--- src/rtl/logic_writeback_multi_pkg.sv ---
// Shared definitions for the multi-lane writeback stage.
//   wb_state_t    : writeback FSM state encoding (IDLE, RUN)
//   DEF_*         : default configuration (one cell per beat, 640x480 frame)
//   addr_t/data_t : address and word types for the default configuration
//   pop_width()   : width needed to hold a full-frame live-cell count
package logic_writeback_multi_pkg;

   typedef enum logic {
      IDLE = 1'b0,
      RUN  = 1'b1
   } wb_state_t;

   localparam int DEF_NUM_PE      = 1;
   localparam int DEF_WORD_SIZE   = 32;
   localparam int DEF_FRAME_WORDS = 9600;
   localparam int DEF_ADDR_W      = 15;

   typedef logic [DEF_ADDR_W-1:0]    addr_t;
   typedef logic [DEF_WORD_SIZE-1:0] data_t;

   function automatic int pop_width(input int frame_words, input int word_size);
      return $clog2(frame_words * word_size + 1);
   endfunction

endpackage

--- src/rtl/logic_writeback_multi_pe_popcount.sv ---
// Combinational population count of one PE beat.
//   bits  : NUM_PE next-state cells
//   count : number of set cells, $clog2(NUM_PE+1) bits
module logic_writeback_multi_pe_popcount #(
   parameter int NUM_PE = 1
) (
   input  logic [NUM_PE-1:0]          bits,
   output logic [$clog2(NUM_PE+1)-1:0] count
);

   localparam int CNT_W = $clog2(NUM_PE + 1);

   always_comb begin
      count = '0;
      for (int i = 0; i < NUM_PE; i++) begin
         count = count + CNT_W'(bits[i]);
      end
   end

endmodule

--- src/rtl/logic_writeback_multi.sv ---
// Packs NUM_PE-wide next-state beats into WORD_SIZE-bit words and writes one
// frame to board memory, counting live cells along the way.
//   clk_in, rst_n_in : clock, asynchronous active-low reset
//   start_in         : begin/restart a frame; buf_sel_in picks the base
//   stall_in         : blocks beat acceptance
//   valid_in         : next_state_in carries a beat (MSB = lane 0)
//   wr_en_out        : one-cycle write strobe with addr_w_out/data_w_out
//   busy_out         : frame in progress
//   done_out         : pulse with the final word's write
//   pop_count_out    : live cells in the last completed frame
module logic_writeback_multi
   import logic_writeback_multi_pkg::*;
#(
   parameter  int NUM_PE      = DEF_NUM_PE,
   parameter  int WORD_SIZE   = DEF_WORD_SIZE,
   parameter  int FRAME_WORDS = DEF_FRAME_WORDS,
   parameter  int ADDR_W      = DEF_ADDR_W,
   localparam int POP_W       = pop_width(FRAME_WORDS, WORD_SIZE)
) (
   input  logic                 clk_in,
   input  logic                 rst_n_in,
   input  logic                 start_in,
   input  logic                 buf_sel_in,
   input  logic                 stall_in,
   input  logic                 valid_in,
   input  logic [NUM_PE-1:0]    next_state_in,
   output logic                 wr_en_out,
   output logic [ADDR_W-1:0]    addr_w_out,
   output logic [WORD_SIZE-1:0] data_w_out,
   output logic                 busy_out,
   output logic                 done_out,
   output logic [POP_W-1:0]     pop_count_out
);

   localparam int BEATS  = WORD_SIZE / NUM_PE;
   localparam int BEAT_W = (BEATS > 1) ? $clog2(BEATS) : 1;
   localparam int WIDX_W = (FRAME_WORDS > 1) ? $clog2(FRAME_WORDS) : 1;
   localparam int PC_W   = $clog2(NUM_PE + 1);

   if (WORD_SIZE % NUM_PE != 0) begin : g_bad_pe
      $error("WORD_SIZE must be a multiple of NUM_PE");
   end
   if (64'(2 * FRAME_WORDS) > (64'd1 << ADDR_W)) begin : g_bad_addr
      $error("ADDR_W too small for two frame buffers");
   end

   wb_state_t             state;
   logic [ADDR_W-1:0]     base;
   logic [BEAT_W-1:0]     beat_cnt;
   logic [WIDX_W-1:0]     word_idx;
   logic [WORD_SIZE-1:0]  shreg;
   logic [POP_W-1:0]      run_cnt;
   logic [PC_W-1:0]       beat_pop;

   logic [ADDR_W-1:0]     base_eff;
   logic [BEAT_W-1:0]     beat_eff;
   logic [WIDX_W-1:0]     idx_eff;
   logic [WORD_SIZE-1:0]  shreg_eff;
   logic [POP_W-1:0]      cnt_eff;
   logic [WORD_SIZE-1:0]  word_next;
   logic [POP_W-1:0]      cnt_next;
   logic                  accept;
   logic                  word_done;
   logic                  last_word;

   logic_writeback_multi_pe_popcount #(
      .NUM_PE (NUM_PE)
   ) u_pe_popcount (
      .bits  (next_state_in),
      .count (beat_pop)
   );

   // A start cycle sees the frame state as freshly cleared, so the beat that
   // arrives with start_in becomes the first beat of the new frame and any
   // partial word of an aborted frame is dropped.
   always_comb begin
      base_eff  = start_in ? (buf_sel_in ? ADDR_W'(FRAME_WORDS) : '0) : base;
      beat_eff  = start_in ? '0 : beat_cnt;
      idx_eff   = start_in ? '0 : word_idx;
      shreg_eff = start_in ? '0 : shreg;
      cnt_eff   = start_in ? '0 : run_cnt;
      accept    = (state == RUN || start_in) && valid_in && !stall_in;
      // Earlier beats move up; the newest beat fills the low lanes.
      word_next = (shreg_eff << NUM_PE) | WORD_SIZE'(next_state_in);
      cnt_next  = cnt_eff + POP_W'(beat_pop);
      word_done = accept && (beat_eff == BEAT_W'(BEATS - 1));
      last_word = (idx_eff == WIDX_W'(FRAME_WORDS - 1));
   end

   // Registered control, packing and write outputs
   always_ff @(posedge clk_in or negedge rst_n_in) begin
      if (!rst_n_in) begin
         state         <= IDLE;
         base          <= '0;
         beat_cnt      <= '0;
         word_idx      <= '0;
         shreg         <= '0;
         run_cnt       <= '0;
         wr_en_out     <= 1'b0;
         addr_w_out    <= '0;
         data_w_out    <= '0;
         busy_out      <= 1'b0;
         done_out      <= 1'b0;
         pop_count_out <= '0;
      end else begin
         wr_en_out <= 1'b0;
         done_out  <= 1'b0;

         // busy_out drops one cycle after the done pulse is visible.
         if (start_in) begin
            state    <= RUN;
            base     <= base_eff;
            busy_out <= 1'b1;
         end else if (done_out) begin
            busy_out <= 1'b0;
         end

         if (accept) begin
            run_cnt <= cnt_next;
            if (word_done) begin
               beat_cnt   <= '0;
               shreg      <= '0;
               wr_en_out  <= 1'b1;
               data_w_out <= word_next;
               addr_w_out <= base_eff + ADDR_W'(idx_eff);
               if (last_word) begin
                  done_out      <= 1'b1;
                  pop_count_out <= cnt_next;
                  state         <= IDLE;
                  word_idx      <= '0;
               end else begin
                  word_idx <= idx_eff + WIDX_W'(1);
               end
            end else begin
               beat_cnt <= beat_eff + BEAT_W'(1);
               shreg    <= word_next;
               word_idx <= idx_eff;
            end
         end else if (start_in) begin
            beat_cnt <= '0;
            word_idx <= '0;
            shreg    <= '0;
            run_cnt  <= '0;
         end
      end
   end

endmodule

--- config.mk ---
export PLATFORM = sky130hd
export DESIGN_NAME = logic_writeback_multi
export DESIGN_NICKNAME = d
export VERILOG_FILES = /design/src/rtl/logic_writeback_multi_pkg.sv /design/src/rtl/logic_writeback_multi_pe_popcount.sv /design/src/rtl/logic_writeback_multi.sv
export SDC_FILE = /design/constraint.sdc
export NUM_CORES = 1
export LEC_CHECK = 0
export BUFFER_PORTS_ARGS = -buffer_cell sky130_fd_sc_hd__buf_2
export CORE_MARGIN = 10
export CORE_UTILIZATION = 55
export CTS_CLUSTER_DIAMETER = 60
export CTS_CLUSTER_SIZE = 14
export DETAILED_ROUTE_END_ITERATION = 12
export PLACE_DENSITY = 0.83
export SETUP_SLACK_MARGIN = 0.05
export SYNTH_ARGS = -nofsm -noshare
export SYNTH_HDL_FRONTEND = slang
export SYNTH_SLANG_ARGS = --single-unit
--- constraint.sdc ---
create_clock -name clk_in -period 6.8 [get_ports clk_in]
set_input_delay 0 -clock clk_in [delete_from_list [all_inputs] [get_ports clk_in]]
set_output_delay 0 -clock clk_in [all_outputs]
set_load 0.03 [all_outputs]
==> metrics.md <==
| Metric | Value |
|---|---|
| RSZ-0062 raised after global routing | no |
| Crit path DAT | 4.10 ns |
| Post-synth EDFFs | 0 |
| Cell with the most instances after synthesis | nand2_1 |
| Crit start category | primary input |
| Tightest Pin Transition | 1.091 ns |
| Initial antenna violation count | 0 |
| Clock slew at reported path FFs | 0.06 ns |
| Final worst-path cycle share | 0.5651 |
| Core area | 13350 sq um |
| Hold Fails Final Rpt | 0 |
| Diode count | 0 |
| Pwr/cell area | 226.3 nW/um^2 |
| Sink Count | 154 |
| CTS tree | done |
| Top cells by area, synth | dfrtp_1 51%, nand2_1 8.8%, xnor2_1 3.8%, o21ai_0 3.6%, nand3b_1 3.3% |
| Max Slew Vio Count | 0 |
| Minimum clock period | 3.843 ns |
| Vias in the first global route | 5660 |
| Fillers | 1056 |
| Synth Cell Area | 7543 sq um |
| Post-Syn Nets | 823 |
| CP required | 7.06 ns |
| Post-route DRC violation count | 0 |
| Critical path's top delay family | simple AND/OR/NAND/NOR gates |
| Critical Path, Cell by Cell | dlygate4sd3_1 > buf_4 > nor2b_1 > ha_1 > nand2_1 > nor2_1 > ha_1 > nand3_2 > buf_4 > nor4_1 > nor3_1 |
| H-Tree Depth | 4 |
| Worst-Skew Late Latency | 0.42 ns |
| Status | completed |
| Post-synth top area share | 0.5109 |
| Post-synthesis register bit count | 154 |
| Max-cap viol count | 0 |
| Setup tns final | 0 ns |
| 1st-pass router iterations | 5 |
| Die Ht | 137.1 microns |
| Max Clk Rate | 260.2 MHz |
| Initial Util | 0.5651 |
| Slowest CP cell | nor4_1 |
| Nature of the critical path endpoint | register |
| Syn. warnings | 0 |
| Yosys top cell by area | dfrtp_1 |
| IO Port Bufs | 75 |
| Detailed Route WL | 16.19 mm |
| Asr flop ratio synth | 1.000 |
| Total gr overflow | 0 |
| Vias per inst | 5.528 |
| Share of cells above drive strength 1 | 0.1461 |
| CTS Buf Count | 17 |
| WS Path Type | in -> reg |
| Top FF cell, synth | dfrtp_1 |
| # setup viols final | 0 |
| Relative slew slack | 0.2659 |
| Clock Tree Root | clkbuf_16 |
| Layout net count | 875 |
| Buffers plus inverters on the worst setup path | 3 |
| Largest net degree at the start of global routing | 87 |
| Dpl hpwl | 10.83 mm |
| Synthesized instance count | 804 |
| Most frequent cells after synthesis | 177 x nand2_1, 154 x dfrtp_1, 55 x o21ai_0, 44 x nor2_1, 39 x a21oi_1 |
| Via Count | 5777 |
| Antenna Nets Post-Route | 0 |
| Seq/Total Area, Yosys | 0.5109 |
| Die area | 18800 sq um |
| Static Leak | 4.033 nW |
| DR iter-0 viols | 418 |
| Die X | 137.1 microns |
| GRT Resource Usage Total | 0.1799 |
| Clk_skew | 0.005665 ns |
| First-pass GRT wire length | 27.35 mm |
| Maximum VDD drop | 0.1605 mV |
| CTS Buffer Depth | 2 |
| Placer Congestion | 0.8406 |
| Layout area overhead | 14.25% |
| Utilization after layout | 0.6457 |
| Max FO, Critical Path | 86 |
| Hold Crit Class | in -> reg |
| Syn avg cell area | 9.382 sq um |
| Distinct cells, synth | 66 |
| Wire length per cell | 15.49 microns |
| Rows | 42 |
| CP max stage delay | 1.01 ns |
| IO Count | 76 |
sequential cells by signal (all words and copies together) (netlist names):
signal,cells
pop_count_out,19
done_out,1
state,1
run_cnt,19
wr_en_out,1
shreg,31
data_w_out,32
base,15
busy_out,1
beat_cnt,5
addr_w_out,15
word_idx,14
area by class of cell:
cell class                      count  area, sq um  area share
Clock buffer                       21        460.4     0.05343
Clock inverter                     11        141.4     0.01641
Inverter                           10        37.54    0.004355
Multi-Input combinational cell    588         3436      0.3987
Sequential cell                   154         3854      0.4472
Tap cell                          176        220.2     0.02555
Timing Repair Buffer               85        469.2     0.05444
per-layer routing:
metal	up-vias	track usage	part of all wire	wire length [microns]
met5	-	0	0	0
met4	0	0.06557	0.019	303
met3	25	0.05169	0.065	1060
met2	163	0.2826	0.47	7624
met1	2764	0.2318	0.44	7202
li1	2825	-	-	-
cells in the final DEF, fill, tap and decap left out, types with 7 or more instances in the layout:
cell type  count
clkbuf_16     17
xor2_1        27
buf_4          7
dfrtp_1      154
nand4_1       13
nor3_1         8
a21oi_1       39
inv_1          9
nand2_1      177
nand3_1       22
xnor2_1       33
nor2_1        44
buf_2         73
o21ai_0       55
nor2b_1       38
nand3b_1      33
ha_1          12
metrics by stage:
step,area (sq um),setup slack (ns),hold WS (ns),power (W),cells
floorplan,7543,4.025,-0.2956,0.0009733,804
global placement,7976,3.324,0.09896,0.001002,1009
detailed placement,7976,3.119,0.1002,0.001004,1009
CTS,8618,3.017,0.1418,0.001964,1045
global route,8618,2.456,0.1868,0.002010,1045
finish,8618,2.957,0.1601,0.001950,1045
kinds of logic (layout without fill, tap and decap cells):
group / Yosys count / after routing / synth area share
DFF: 154 / 154 / 0.5109
xor gates and xnor gates: 60 / 60 / 0.06966
and+or+nand+nor: 371 / 371 / 0.2455
adders and majority gates: 14 / 14 / 0.02256
buffers and inverters: 62 / 127 / 0.03433
AOI/OAI and AO/OA: 134 / 134 / 0.1045
muxes: 9 / 9 / 0.01261
power by group:
group / switching [W] / internal, W / total, W
registers: 0.00000255 / 0.000921 / 0.000923
logic: 0.0000502 / 0.0000143 / 0.0000646
clock network: 0.000366 / 0.000596 / 0.000962
path summary, 6_finish.rpt:
check,from,endpoint,slack (ns),cells past startpoint
min reg2reg,data_w_out[21]$_DFFE_PN0P_,data_w_out[21]$_DFFE_PN0P_,0.47,2
max reg2reg,beat_cnt[1]$_DFF_PN0_,word_idx[8]$_DFF_PN0_,3.07,9
min in group asynchronous,rst_n_in,addr_w_out[6]$_DFFE_PN0P_,0.18,2
max,start_in,word_idx[8]$_DFF_PN0_,2.96,11
min,stall_in,wr_en_out$_DFF_PN0_,0.16,4
max in group asynchronous,rst_n_in,shreg[20]$_DFF_PN0_,5.29,3
worst min-delay path, stage by stage:
cell and delay, ns:
buf_2 0.07, nor2b_1 0.09, nand3_2 0.11, inv_2 0.19
repair_timing:
action / 4_1_cts / 5_1_grt
setup buffers: 0 / 0
hold buffers: 4 / 0
endpoints found under the setup margin: 0 / 0
hold endpoints to repair: 91 / 0
gates resized for setup: 0 / 0
(Power assumes the default switching activity.)
